**src/rtl/led_hit_detector_pkg.sv**
```systemverilog
// Shared definitions for the LED game: round state encoding, array-size defaults
// and the saturating adder used by the score counters.
package led_hit_detector_pkg;

    localparam int DEF_NUM_LEDS    = 10;
    localparam int DEF_SCORE_WIDTH = 8;

    typedef enum logic [1:0] {
        ST_IDLE   = 2'd0,
        ST_ACTIVE = 2'd1,
        ST_DONE   = 2'd2
    } game_state_e;

    function automatic logic [31:0] sat_add(input logic [31:0] a,
                                            input logic [31:0] b,
                                            input logic [31:0] max_val);
        logic [32:0] sum;
        sum = {1'b0, a} + {1'b0, b};
        if (sum > {1'b0, max_val}) begin
            return max_val;
        end else begin
            return sum[31:0];
        end
    endfunction

endpackage

```
**src/rtl/button_conditioner.sv**
```systemverilog
// One push-button: synchroniser, debouncer and one-cycle rising-edge press pulse.
// A button already held when reset releases must be let go before it can press.
module button_conditioner #(
    parameter int SYNC_STAGES     = 2,
    parameter int DEBOUNCE_CYCLES = 500000
) (
    input  logic clk,
    input  logic reset,
    input  logic button_raw,
    output logic level,
    output logic press
);

    localparam int CNT_W = (DEBOUNCE_CYCLES > 1) ? $clog2(DEBOUNCE_CYCLES) : 1;
    localparam logic [CNT_W-1:0] CNT_LAST = CNT_W'(DEBOUNCE_CYCLES - 1);

    logic [SYNC_STAGES-1:0] sync_q, sync_d;
    logic [SYNC_STAGES-1:0] vld_q, vld_d;
    logic [CNT_W-1:0]       cnt_q, cnt_d;
    logic                   level_q, level_d;
    logic                   level_prev_q;
    logic                   armed_q, armed_d;
    logic                   press_q, press_d;
    logic                   sync_out_s;

    // Next-state: synchroniser shift, stability counter, arming and edge detect
    always_comb begin
        sync_d     = {sync_q[SYNC_STAGES-2:0], button_raw};
        vld_d      = {vld_q[SYNC_STAGES-2:0], 1'b1};
        sync_out_s = sync_q[SYNC_STAGES-1];
        level_d    = level_q;
        cnt_d      = '0;
        if (sync_out_s != level_q) begin
            if (cnt_q == CNT_LAST) begin
                level_d = sync_out_s;
            end else begin
                cnt_d = cnt_q + CNT_W'(1);
            end
        end else begin
            cnt_d = '0;
        end
        // Arm only once a genuinely released button has been seen after reset.
        armed_d = armed_q | (vld_q[SYNC_STAGES-1] & ~sync_out_s & ~level_q);
        press_d = armed_q & level_q & ~level_prev_q;
    end

    // State registers with synchronous reset
    always_ff @(posedge clk) begin
        if (reset) begin
            sync_q       <= '0;
            vld_q        <= '0;
            cnt_q        <= '0;
            level_q      <= 1'b0;
            level_prev_q <= 1'b0;
            armed_q      <= 1'b0;
            press_q      <= 1'b0;
        end else begin
            sync_q       <= sync_d;
            vld_q        <= vld_d;
            cnt_q        <= cnt_d;
            level_q      <= level_d;
            level_prev_q <= level_q;
            armed_q      <= armed_d;
            press_q      <= press_d;
        end
    end

    assign level = level_q;
    assign press = press_q;

endmodule

```
**src/rtl/led_hit_detector.sv**
```systemverilog
// Player-side round judge: conditions the buttons, scores presses against the lit
// LEDs, and runs the IDLE/ACTIVE/DONE round FSM with a bounded window.
module led_hit_detector
    import led_hit_detector_pkg::*;
#(
    parameter int NUM_LEDS        = DEF_NUM_LEDS,
    parameter int SCORE_WIDTH     = DEF_SCORE_WIDTH,
    parameter int SYNC_STAGES     = 2,
    parameter int DEBOUNCE_CYCLES = 500000,
    parameter int WINDOW_CYCLES   = 50000000
) (
    input  logic                   clk,
    input  logic                   reset,
    input  logic                   round_start,
    input  logic                   clear_score,
    input  logic [NUM_LEDS-1:0]    led,
    input  logic [NUM_LEDS-1:0]    button_raw,
    output logic [NUM_LEDS-1:0]    hit_mask,
    output logic                   hit_pulse,
    output logic                   miss_pulse,
    output logic [SCORE_WIDTH-1:0] score,
    output logic [SCORE_WIDTH-1:0] misses,
    output logic                   round_active,
    output logic                   round_done
);

    localparam int WIN_W = (WINDOW_CYCLES > 1) ? $clog2(WINDOW_CYCLES) : 1;
    localparam logic [WIN_W-1:0] WIN_LOAD = WIN_W'(WINDOW_CYCLES - 1);
    localparam logic [31:0] SCORE_MAX = 32'((64'd1 << SCORE_WIDTH) - 64'd1);

    logic [NUM_LEDS-1:0]    press_s, level_s, hits_s, wrong_s;
    game_state_e            state_q, state_d;
    logic [WIN_W-1:0]       win_q, win_d;
    logic [NUM_LEDS-1:0]    hit_mask_q, hit_mask_d;
    logic [SCORE_WIDTH-1:0] score_q, score_d, score_next_s;
    logic [SCORE_WIDTH-1:0] misses_q, misses_d, misses_next_s;
    logic                   hit_pulse_q, hit_pulse_d;
    logic                   miss_pulse_q, miss_pulse_d;
    logic                   round_active_q, round_done_q;

    for (genvar i = 0; i < NUM_LEDS; i++) begin : g_btn
        button_conditioner #(
            .SYNC_STAGES     (SYNC_STAGES),
            .DEBOUNCE_CYCLES (DEBOUNCE_CYCLES)
        ) u_btn (
            .clk        (clk),
            .reset      (reset),
            .button_raw (button_raw[i]),
            .level      (level_s[i]),
            .press      (press_s[i])
        );
    end

    // Round FSM, hit classification and saturating counters
    always_comb begin
        hits_s        = press_s & led & ~hit_mask_q;
        wrong_s       = press_s & ~led;
        state_d       = state_q;
        win_d         = win_q;
        hit_mask_d    = hit_mask_q;
        score_next_s  = score_q;
        misses_next_s = misses_q;
        hit_pulse_d   = 1'b0;
        miss_pulse_d  = 1'b0;
        case (state_q)
            ST_IDLE, ST_DONE: begin
                if (round_start) begin
                    state_d    = ST_ACTIVE;
                    win_d      = WIN_LOAD;
                    hit_mask_d = '0;
                end else begin
                    state_d = ST_IDLE;
                end
            end
            ST_ACTIVE: begin
                if (round_start) begin
                    win_d      = WIN_LOAD;
                    hit_mask_d = '0;
                end else begin
                    hit_mask_d    = hit_mask_q | hits_s;
                    score_next_s  = SCORE_WIDTH'(sat_add(32'(score_q),
                                        32'($countones(hits_s)), SCORE_MAX));
                    misses_next_s = SCORE_WIDTH'(sat_add(32'(misses_q),
                                        32'($countones(wrong_s)), SCORE_MAX));
                    hit_pulse_d   = |hits_s;
                    miss_pulse_d  = |wrong_s;
                    win_d         = (win_q != '0) ? (win_q - WIN_W'(1)) : win_q;
                    // A final hit in the expiring cycle is already folded into hit_mask_d.
                    if ((win_q == '0) || ((|led) && ((led & ~hit_mask_d) == '0))) begin
                        state_d = ST_DONE;
                    end else begin
                        state_d = ST_ACTIVE;
                    end
                end
            end
            default: begin
                state_d = ST_IDLE;
            end
        endcase
        score_d  = clear_score ? '0 : score_next_s;
        misses_d = clear_score ? '0 : misses_next_s;
    end

    // Registered state and outputs
    always_ff @(posedge clk) begin
        if (reset) begin
            state_q        <= ST_IDLE;
            win_q          <= '0;
            hit_mask_q     <= '0;
            score_q        <= '0;
            misses_q       <= '0;
            hit_pulse_q    <= 1'b0;
            miss_pulse_q   <= 1'b0;
            round_active_q <= 1'b0;
            round_done_q   <= 1'b0;
        end else begin
            state_q        <= state_d;
            win_q          <= win_d;
            hit_mask_q     <= hit_mask_d;
            score_q        <= score_d;
            misses_q       <= misses_d;
            hit_pulse_q    <= hit_pulse_d;
            miss_pulse_q   <= miss_pulse_d;
            round_active_q <= (state_d == ST_ACTIVE);
            round_done_q   <= (state_d == ST_DONE);
        end
    end

    assign hit_mask     = hit_mask_q;
    assign hit_pulse    = hit_pulse_q;
    assign miss_pulse   = miss_pulse_q;
    assign score        = score_q;
    assign misses       = misses_q;
    assign round_active = round_active_q;
    assign round_done   = round_done_q;

endmodule

```
**config.mk**
```make
export PLATFORM = sky130hd
export DESIGN_NAME = led_hit_detector
export DESIGN_NICKNAME = d
export VERILOG_FILES = /design/src/rtl/led_hit_detector_pkg.sv /design/src/rtl/button_conditioner.sv /design/src/rtl/led_hit_detector.sv
export SDC_FILE = /design/constraint.sdc
export NUM_CORES = 1
export LEC_CHECK = 0
export ABC_AREA = 0
export CORE_ASPECT_RATIO = 1.25
export CORE_MARGIN = 2
export CORE_UTILIZATION = 61
export CTS_CLUSTER_DIAMETER = 40
export DETAILED_ROUTE_END_ITERATION = 16
export PLACE_DENSITY = 0.8
export SYNTH_ARGS = -nofsm -noshare
export SYNTH_HDL_FRONTEND = slang
export SYNTH_SLANG_ARGS = --single-unit
```
**constraint.sdc**
```tcl
create_clock -name clk -period 5.65 [get_ports clk]
set_input_delay 1.695 -clock clk [delete_from_list [all_inputs] [get_ports clk]]
set_output_delay 1.695 -clock clk [all_outputs]
set_load 0.005 [all_outputs]
```
==> results.py, run 1 <==
metrics = {
    "grt": {
        "grt_pass1_vias": 10510,
        "grt_max_degree": 49,
        "grt_pass1_wl_mm": 46.02,
        "grt.overflow.total": 0,
        "grt_use_total_pct": 23.39,
        "antenna_found_initial": 0,
    },
    "logic_synthesis": {
        "netlist_area_um2": 13560,
        "synth_seq_cells": 310,
        "seq_area_frac_synth_pct": 45.77,
        "ys.flop_type": "dfxtp_1",
        "yosys-top-cells-area": "dfxtp_1 46%, nor2_1 8.3%, xnor2_1 6.0%, xor2_1 5.9%, nand3_1 2.9%",
        "synth_cell_types": 61,
        "synth-async-reset-ratio_pct": 0,
        "synth.avg_cell_area_um2": 8.937,
        "synth_edf_count": 0,
        "synth_top_area_cell": "dfxtp_1",
        "yosys.area.top_type_share_pct": 45.77,
        "synth_nets": 1577,
        "ys_warn_count": 0,
        "syn_inst": 1517,
    },
    "setup_path": {
        "path_common_cell": "fa_1",
        "critPathArrivalTime_ps": 5830,
        "crit_buf_inv": 2,
        "worst_setup_path_end_kind": "flop",
        "crit_fanout": 6,
        "crit_type": "in2reg",
        "crit_chain": "clkdlybuf4s50_1 > nand2_1 > nor2_1 > fa_1 > inv_1 > fa_1 > fa_1 > fa_1 > fa_1 > nor2b_1 > o21ai_0 > a21boi_0 > nand3_1 > a31oi_1",
        "reg2regPathDepth": 12,
        "cp_slowest_cell": "clkdlybuf4s50_1",
        "crit_path_max_incr_delay_ps": 540,
        "crit_required_ps": 6090,
        "crit_path_start_kind": "input port",
        "critical_path_depth": 14,
        "crit_family": "adder cells",
    },
    "routing": {
        "vias_per_cell": 5.653,
        "firstDrtPassIters": 5,
        "top_layer": "met4",
        "antenna_left": 0,
        "wirelength_mm": 26.97,
        "drcViolationCount": 0,
        "drtIter0Drc": 491,
        "met3WireLength_mm": 1.167,
        "dr_wl_met2_mm": 13.35,
        "routedWlPerCell_um": 14.30,
        "vias": 10660,
        "wl_met1_mm": 11.67,
    },
    "timing": {
        "setup_violations": 0,
        "finalHoldViolations": 0,
        "final.min_clock_period_ps": 5396,
        "tightest_slew_ps": 902.0,
        "whs_ps": 433.3,
        "worst_slack_ps": 253.6,
        "grt_setup_unrepaired": "no",
        "final.setup_skew_ps": 23.36,
        "max-slew-margin-rel_pct": 39.74,
        "fin_crit_sh_pct": 95.51,
        "max_freq_mhz": 185.3,
        "slew_violations": 0,
    },
    "layout": {
        "syn_to_final_growth_pct": 15.58,
        "layout.cells.non_filler": 1886,
        "drive_gt1_share_pct": 6.613,
        "layout_common_cells": "310 x dfxtp_1, 298 x nor2_1, 93 x xnor2_1",
        "layout_commonest_cell": "dfxtp_1",
        "final_nets": 1635,
        "antenna-diode-count": 0,
    },
    "clocking": {
        "cts_resized": 0,
        "hold_buffers": 0,
        "clk_path_buf_depth": 3,
        "cts-root-buf": "clkbuf_16",
        "htreeDepth": 2,
        "cts_tree": "done",
        "clkSinkCount": 310,
        "cts_buffers": 37,
        "clkSlewWorstSetupHoldPaths_ps": 60,
        "clk_latency_ps": 520,
        "post_cts_buffers": 0,
    },
    "die": {
        "num_rows": 61,
        "die_w_um": 137.3,
        "ios": 54,
        "die_h_um": 170.7,
        "dieArea_um2": 23440,
        "initial_core_util_pct": 61.47,
        "core_area_um2": 22060,
    },
    "place": {
        "place_ws_ps": -206.9,
        "hpwl_mm": 18.22,
        "dp.cells": 1819,
        "port-buffer-count": 53,
        "place.gp.congestion": 0.9136,
    },
    "pwr": {
        "ir_drop_mv": 0.3997,
        "p_leak_nw": 5.331,
        "pwr_density_cell_nw_per_um2": 315.8,
    },
    "job": {
        "drv_cap": 0,
    },
    "min_path": {
        "hold_class": "reg2reg",
        "hold_depth": 1,
    },
    "status": {
        "status": "complete, no violations",
    },
}
==> metrics by stage <==
stage | utilization (%) | setup TNS [ps] | power (mW) | area, um^2
finish | 71.04 | 0 | 4.949 | 15670
detailed placement | 64.93 | -2176 | 2.438 | 14320
floorplan | - | 0 | 2.386 | 13560
CTS | 71.04 | 0 | 4.998 | 15670
global placement | 64.93 | -811.9 | 2.433 | 14320
global route | 71.04 | 0 | 5.115 | 15670
==> cell families (layout without fill, tap and decap cells) <==
| group | count (synthesis) | count (layout) | share of synthesized area, % |
|---|---|---|---|
| adders and majority gates | 36 | 36 | 4.097 |
| xor gates and xnor gates | 184 | 184 | 11.89 |
| DFF | 310 | 310 | 45.77 |
| buffers and inverters | 91 | 177 | 2.815 |
| and+or+nand+nor | 769 | 769 | 28.92 |
| muxes | 14 | 14 | 1.043 |
| AOI/OAI and AO/OA | 113 | 113 | 5.463 |
==> worst reg2reg max path: stages, from the launching register on <==
cell and delay (ps):
dfxtp_1 450, nor2b_1 260, fa_1 470, inv_1 90, fa_1 450, fa_1 520
fa_1 470, fa_1 400, nand2b_1 150, a21boi_0 230, o21ai_0 140, o21a_1 270
a21oi_1 160
==> path summary, 6_finish.rpt <==
path	start	endpoint	slack (ps)
setup / recovery	led[0]	score[5]$_SDFFE_PP0P_	250
hold / removal	g_btn[7].u_btn.sync_q[0]$_SDFF_PP0_	g_btn[7].u_btn.sync_q[1]$_SDFF_PP0_	430
setup reg to reg	g_btn[6].u_btn.press$_SDFF_PP0_	misses[1]$_SDFFE_PP0P_	1500
hold reg to reg	g_btn[7].u_btn.sync_q[0]$_SDFF_PP0_	g_btn[7].u_btn.sync_q[1]$_SDFF_PP0_	430
==> synth_stat cells (10+ instances only) <==
cell type / instances
o31ai_1: 11
xor2_1: 91
nor3_1: 27
fa_1: 14
nand2_1: 81
nand4_1: 46
clkbuf_1: 37
nor3b_1: 15
a31oi_1: 20
nand3_1: 79
nor2b_1: 41
and3b_1: 10
or3_1: 17
ha_1: 22
dfxtp_1: 310
a21oi_1: 34
o21ai_0: 21
nor4b_1: 11
nor4_1: 37
mux2i_1: 13
and3_1: 33
nor2_1: 298
xnor2_1: 93
nand3b_1: 14
inv_1: 45
and4_1: 15
==> power by group <==
part | switching [mW] | internal (mW) | total (mW) | leakage (nW)
sequential | 0.0247 | 2.21 | 2.24 | 2.51
combinational | 0.0904 | 0.0627 | 0.153 | 2.17
clock | 0.949 | 1.61 | 2.56 | 0.653
total | 1.06 | 3.89 | 4.95 | 5.33
==> registers in the layout (all words and copies together) (netlist names) <==
register	flops
hit_mask	10
g_btn.u_btn.sync_q	20
misses	8
miss_pulse	1
g_btn.u_btn.armed_q	10
win_q	26
g_btn.u_btn.press	10
round_done	1
round_active	1
state_q	2
g_btn.u_btn.level	10
g_btn.u_btn.vld_q	2
hit_pulse	1
score	8
g_btn.u_btn.level_prev_q	10
g_btn.u_btn.cnt_q	190
==> final cells by class <==
cell class              count  area (um^2)
fillers                  1705         6387
well taps                 283        354.1
multi-input cells        1116         6975
flip-flops and latches    310         6206
clock buffers              46         1042
inverters                  45        168.9
clock inverters            21        305.3
repair buffers             65        618.1
==> per-layer routing <==
metal  up-vias  GRT usage, %
met2       214         41.92
met1      5049         27.68
li1       5331             -
met4         0         8.875
met5         -             0
met3        67         4.000
Note: power is estimated with default switching activity, not from simulation.
==> inputs of run 2 (changes only) <==
--- a/config.mk
+++ b/config.mk
@@ -11,7 +11,7 @@
 export CORE_UTILIZATION = 61
 export CTS_CLUSTER_DIAMETER = 40
 export DETAILED_ROUTE_END_ITERATION = 16
-export PLACE_DENSITY = 0.8
+export PLACE_DENSITY = 0.84
 export SYNTH_ARGS = -nofsm -noshare
 export SYNTH_HDL_FRONTEND = slang
 export SYNTH_SLANG_ARGS = --single-unit
==> results.py, run 2 (synthesized netlist as in run 1, its figures left out) <==
metrics = {
    "die": {
        "die_h_um": 170.7,
        "initial_core_util_pct": 61.47,
        "core_area_um2": 22060,
        "die_w_um": 137.3,
        "dieArea_um2": 23440,
        "ios": 54,
        "num_rows": 61,
    },
    "routing": {
        "drcViolationCount": 0,
        "vias": 10770,
        "firstDrtPassIters": 5,
        "wirelength_mm": 27.77,
        "antenna_left": 0,
        "routedWlPerCell_um": 14.73,
        "drtIter0Drc": 528,
        "vias_per_cell": 5.711,
    },
    "clocking": {
        "htreeDepth": 2,
        "clkSinkCount": 310,
        "cts_resized": 0,
        "cts_buffers": 37,
        "clkSlewWorstSetupHoldPaths_ps": 60,
        "post_cts_buffers": 0,
        "hold_buffers": 0,
        "cts_tree": "done",
        "clk_latency_ps": 510,
        "clk_path_buf_depth": 3,
        "cts-root-buf": "clkbuf_16",
    },
    "layout": {
        "finalInstanceArea_um2": 15650,
        "regArea_um2": 6206,
        "syn_to_final_growth_pct": 15.46,
        "largest_reg_flops": 190,
        "layout_commonest_cell": "dfxtp_1",
        "largestRegisters": "g_btn.u_btn.cnt_q (190), win_q (26), g_btn.u_btn.sync_q (20)",
        "nFillCells": 1600,
        "antenna-diode-count": 0,
        "final_nets": 1636,
        "regMostFlops": "g_btn.u_btn.cnt_q",
        "drive_gt1_share_pct": 6.737,
        "layout_common_cells": "310 x dfxtp_1, 298 x nor2_1, 93 x xnor2_1",
        "multi_input_area_um2": 6980,
    },
    "timing": {
        "setup_violations": 0,
        "final.setup_skew_ps": 9.267,
        "slew_violations": 0,
        "max_freq_mhz": 183.6,
        "tightest_slew_ps": 913.5,
        "grt_setup_unrepaired": "no",
        "finalHoldViolations": 0,
        "max-slew-margin-rel_pct": 38.97,
        "fin_crit_sh_pct": 96.39,
        "worst_slack_ps": 203.9,
        "final.min_clock_period_ps": 5446,
    },
    "pwr": {
        "ir_drop_mv": 0.2979,
        "p_leak_nw": 5.327,
        "pwr_density_cell_nw_per_um2": 313.0,
    },
    "setup_path": {
        "worst_setup_path_end_kind": "flop",
        "critPathArrivalTime_ps": 5840,
        "crit_required_ps": 6040,
        "crit_path_start_kind": "input port",
        "crit_buf_inv": 3,
        "crit_chain": "clkdlybuf4s50_1 > buf_4 > nand3b_1 > fa_1 > fa_1 > fa_1 > fa_1 > fa_1 > nor2b_1 > o21ai_0 > a21boi_0 > buf_4 > and3_1 > nor3_1",
        "path_common_cell": "fa_1",
        "crit_type": "in2reg",
        "crit_fanout": 4,
        "crit_family": "adder cells",
        "crit_path_max_incr_delay_ps": 560,
        "cp_slowest_cell": "fa_1",
    },
    "grt": {
        "grt_max_degree": 60,
        "grt_use_total_pct": 23.95,
        "grt_pass1_wl_mm": 46.74,
        "grt.overflow.total": 0,
        "antenna_found_initial": 0,
        "grt_pass1_vias": 10490,
    },
    "min_path": {
        "hold_class": "reg2reg",
    },
    "place": {
        "port-buffer-count": 53,
        "place.gp.congestion": 0.9013,
        "placed_area_um2": 14330,
        "place_ws_ps": -187.9,
        "hpwl_mm": 18.49,
    },
    "job": {
        "drv_cap": 0,
    },
    "status": {
        "status": "complete, no violations",
    },
}
[run 2: cell count changes in the layout (fill, tap and decap cells not counted), sizes merged]
cell	previous run	this run
clkbuf	46	47
bufinv	6	5
clkinv	4	7
buf	13	14
inv	53	49
[run 2: path summary, 6_finish.rpt]
check,start,endpoint,slack (ps),cells after the start
setup / recovery,led[4],score[6]$_SDFFE_PP0P_,200,14
hold / removal,g_btn[3].u_btn.sync_q[0]$_SDFF_PP0_,g_btn[3].u_btn.sync_q[1]$_SDFF_PP0_,430,1
setup reg to reg,g_btn[8].u_btn.press$_SDFF_PP0_,score[6]$_SDFFE_PP0P_,1510,12
hold reg to reg,g_btn[3].u_btn.sync_q[0]$_SDFF_PP0_,g_btn[3].u_btn.sync_q[1]$_SDFF_PP0_,430,1
[run 2: final cells by class]
cell class	count	share of cell area [%]
clock buffer	47	6.810
tap	283	2.262
multi-input combinational	1116	44.59
sequential	310	39.65
timing repair buffer	66	3.996
inverter	45	1.079
clock inverter	19	1.615
[run 2: report_power, final]
part / leakage, nW / switching [mW] / internal [mW]
sequential: 2.51 / 0.0252 / 2.21
clock: 0.645 / 0.930 / 1.57
combinational: 2.17 / 0.0920 / 0.0637
[run 2: layer usage]
layer	up-vias	share of wire, %	routed length [um]	track usage (%)
li1	5328	-	-	-
met1	5128	42	11690	27.33
met3	75	4.8	1342	4.593
met2	240	50	13950	43.63
met4	0	2.8	786	9.278
met5	-	0	0	0
[run 2: per-stage QoR]
step | power [mW] | hold WS [ps] | setup TNS [ps] | utilization (%) | instances
floorplan | 2.386 | 413.8 | 0 | - | 1517
global placement | 2.434 | 421.9 | -891.2 | 64.97 | 1820
detailed placement | 2.440 | 430.0 | -1884 | 64.97 | 1820
CTS | 4.941 | 440.1 | 0 | 70.95 | 1886
global route | 5.061 | 452.6 | 0 | 70.97 | 1886
finish | 4.900 | 434.2 | 0 | 70.97 | 1886
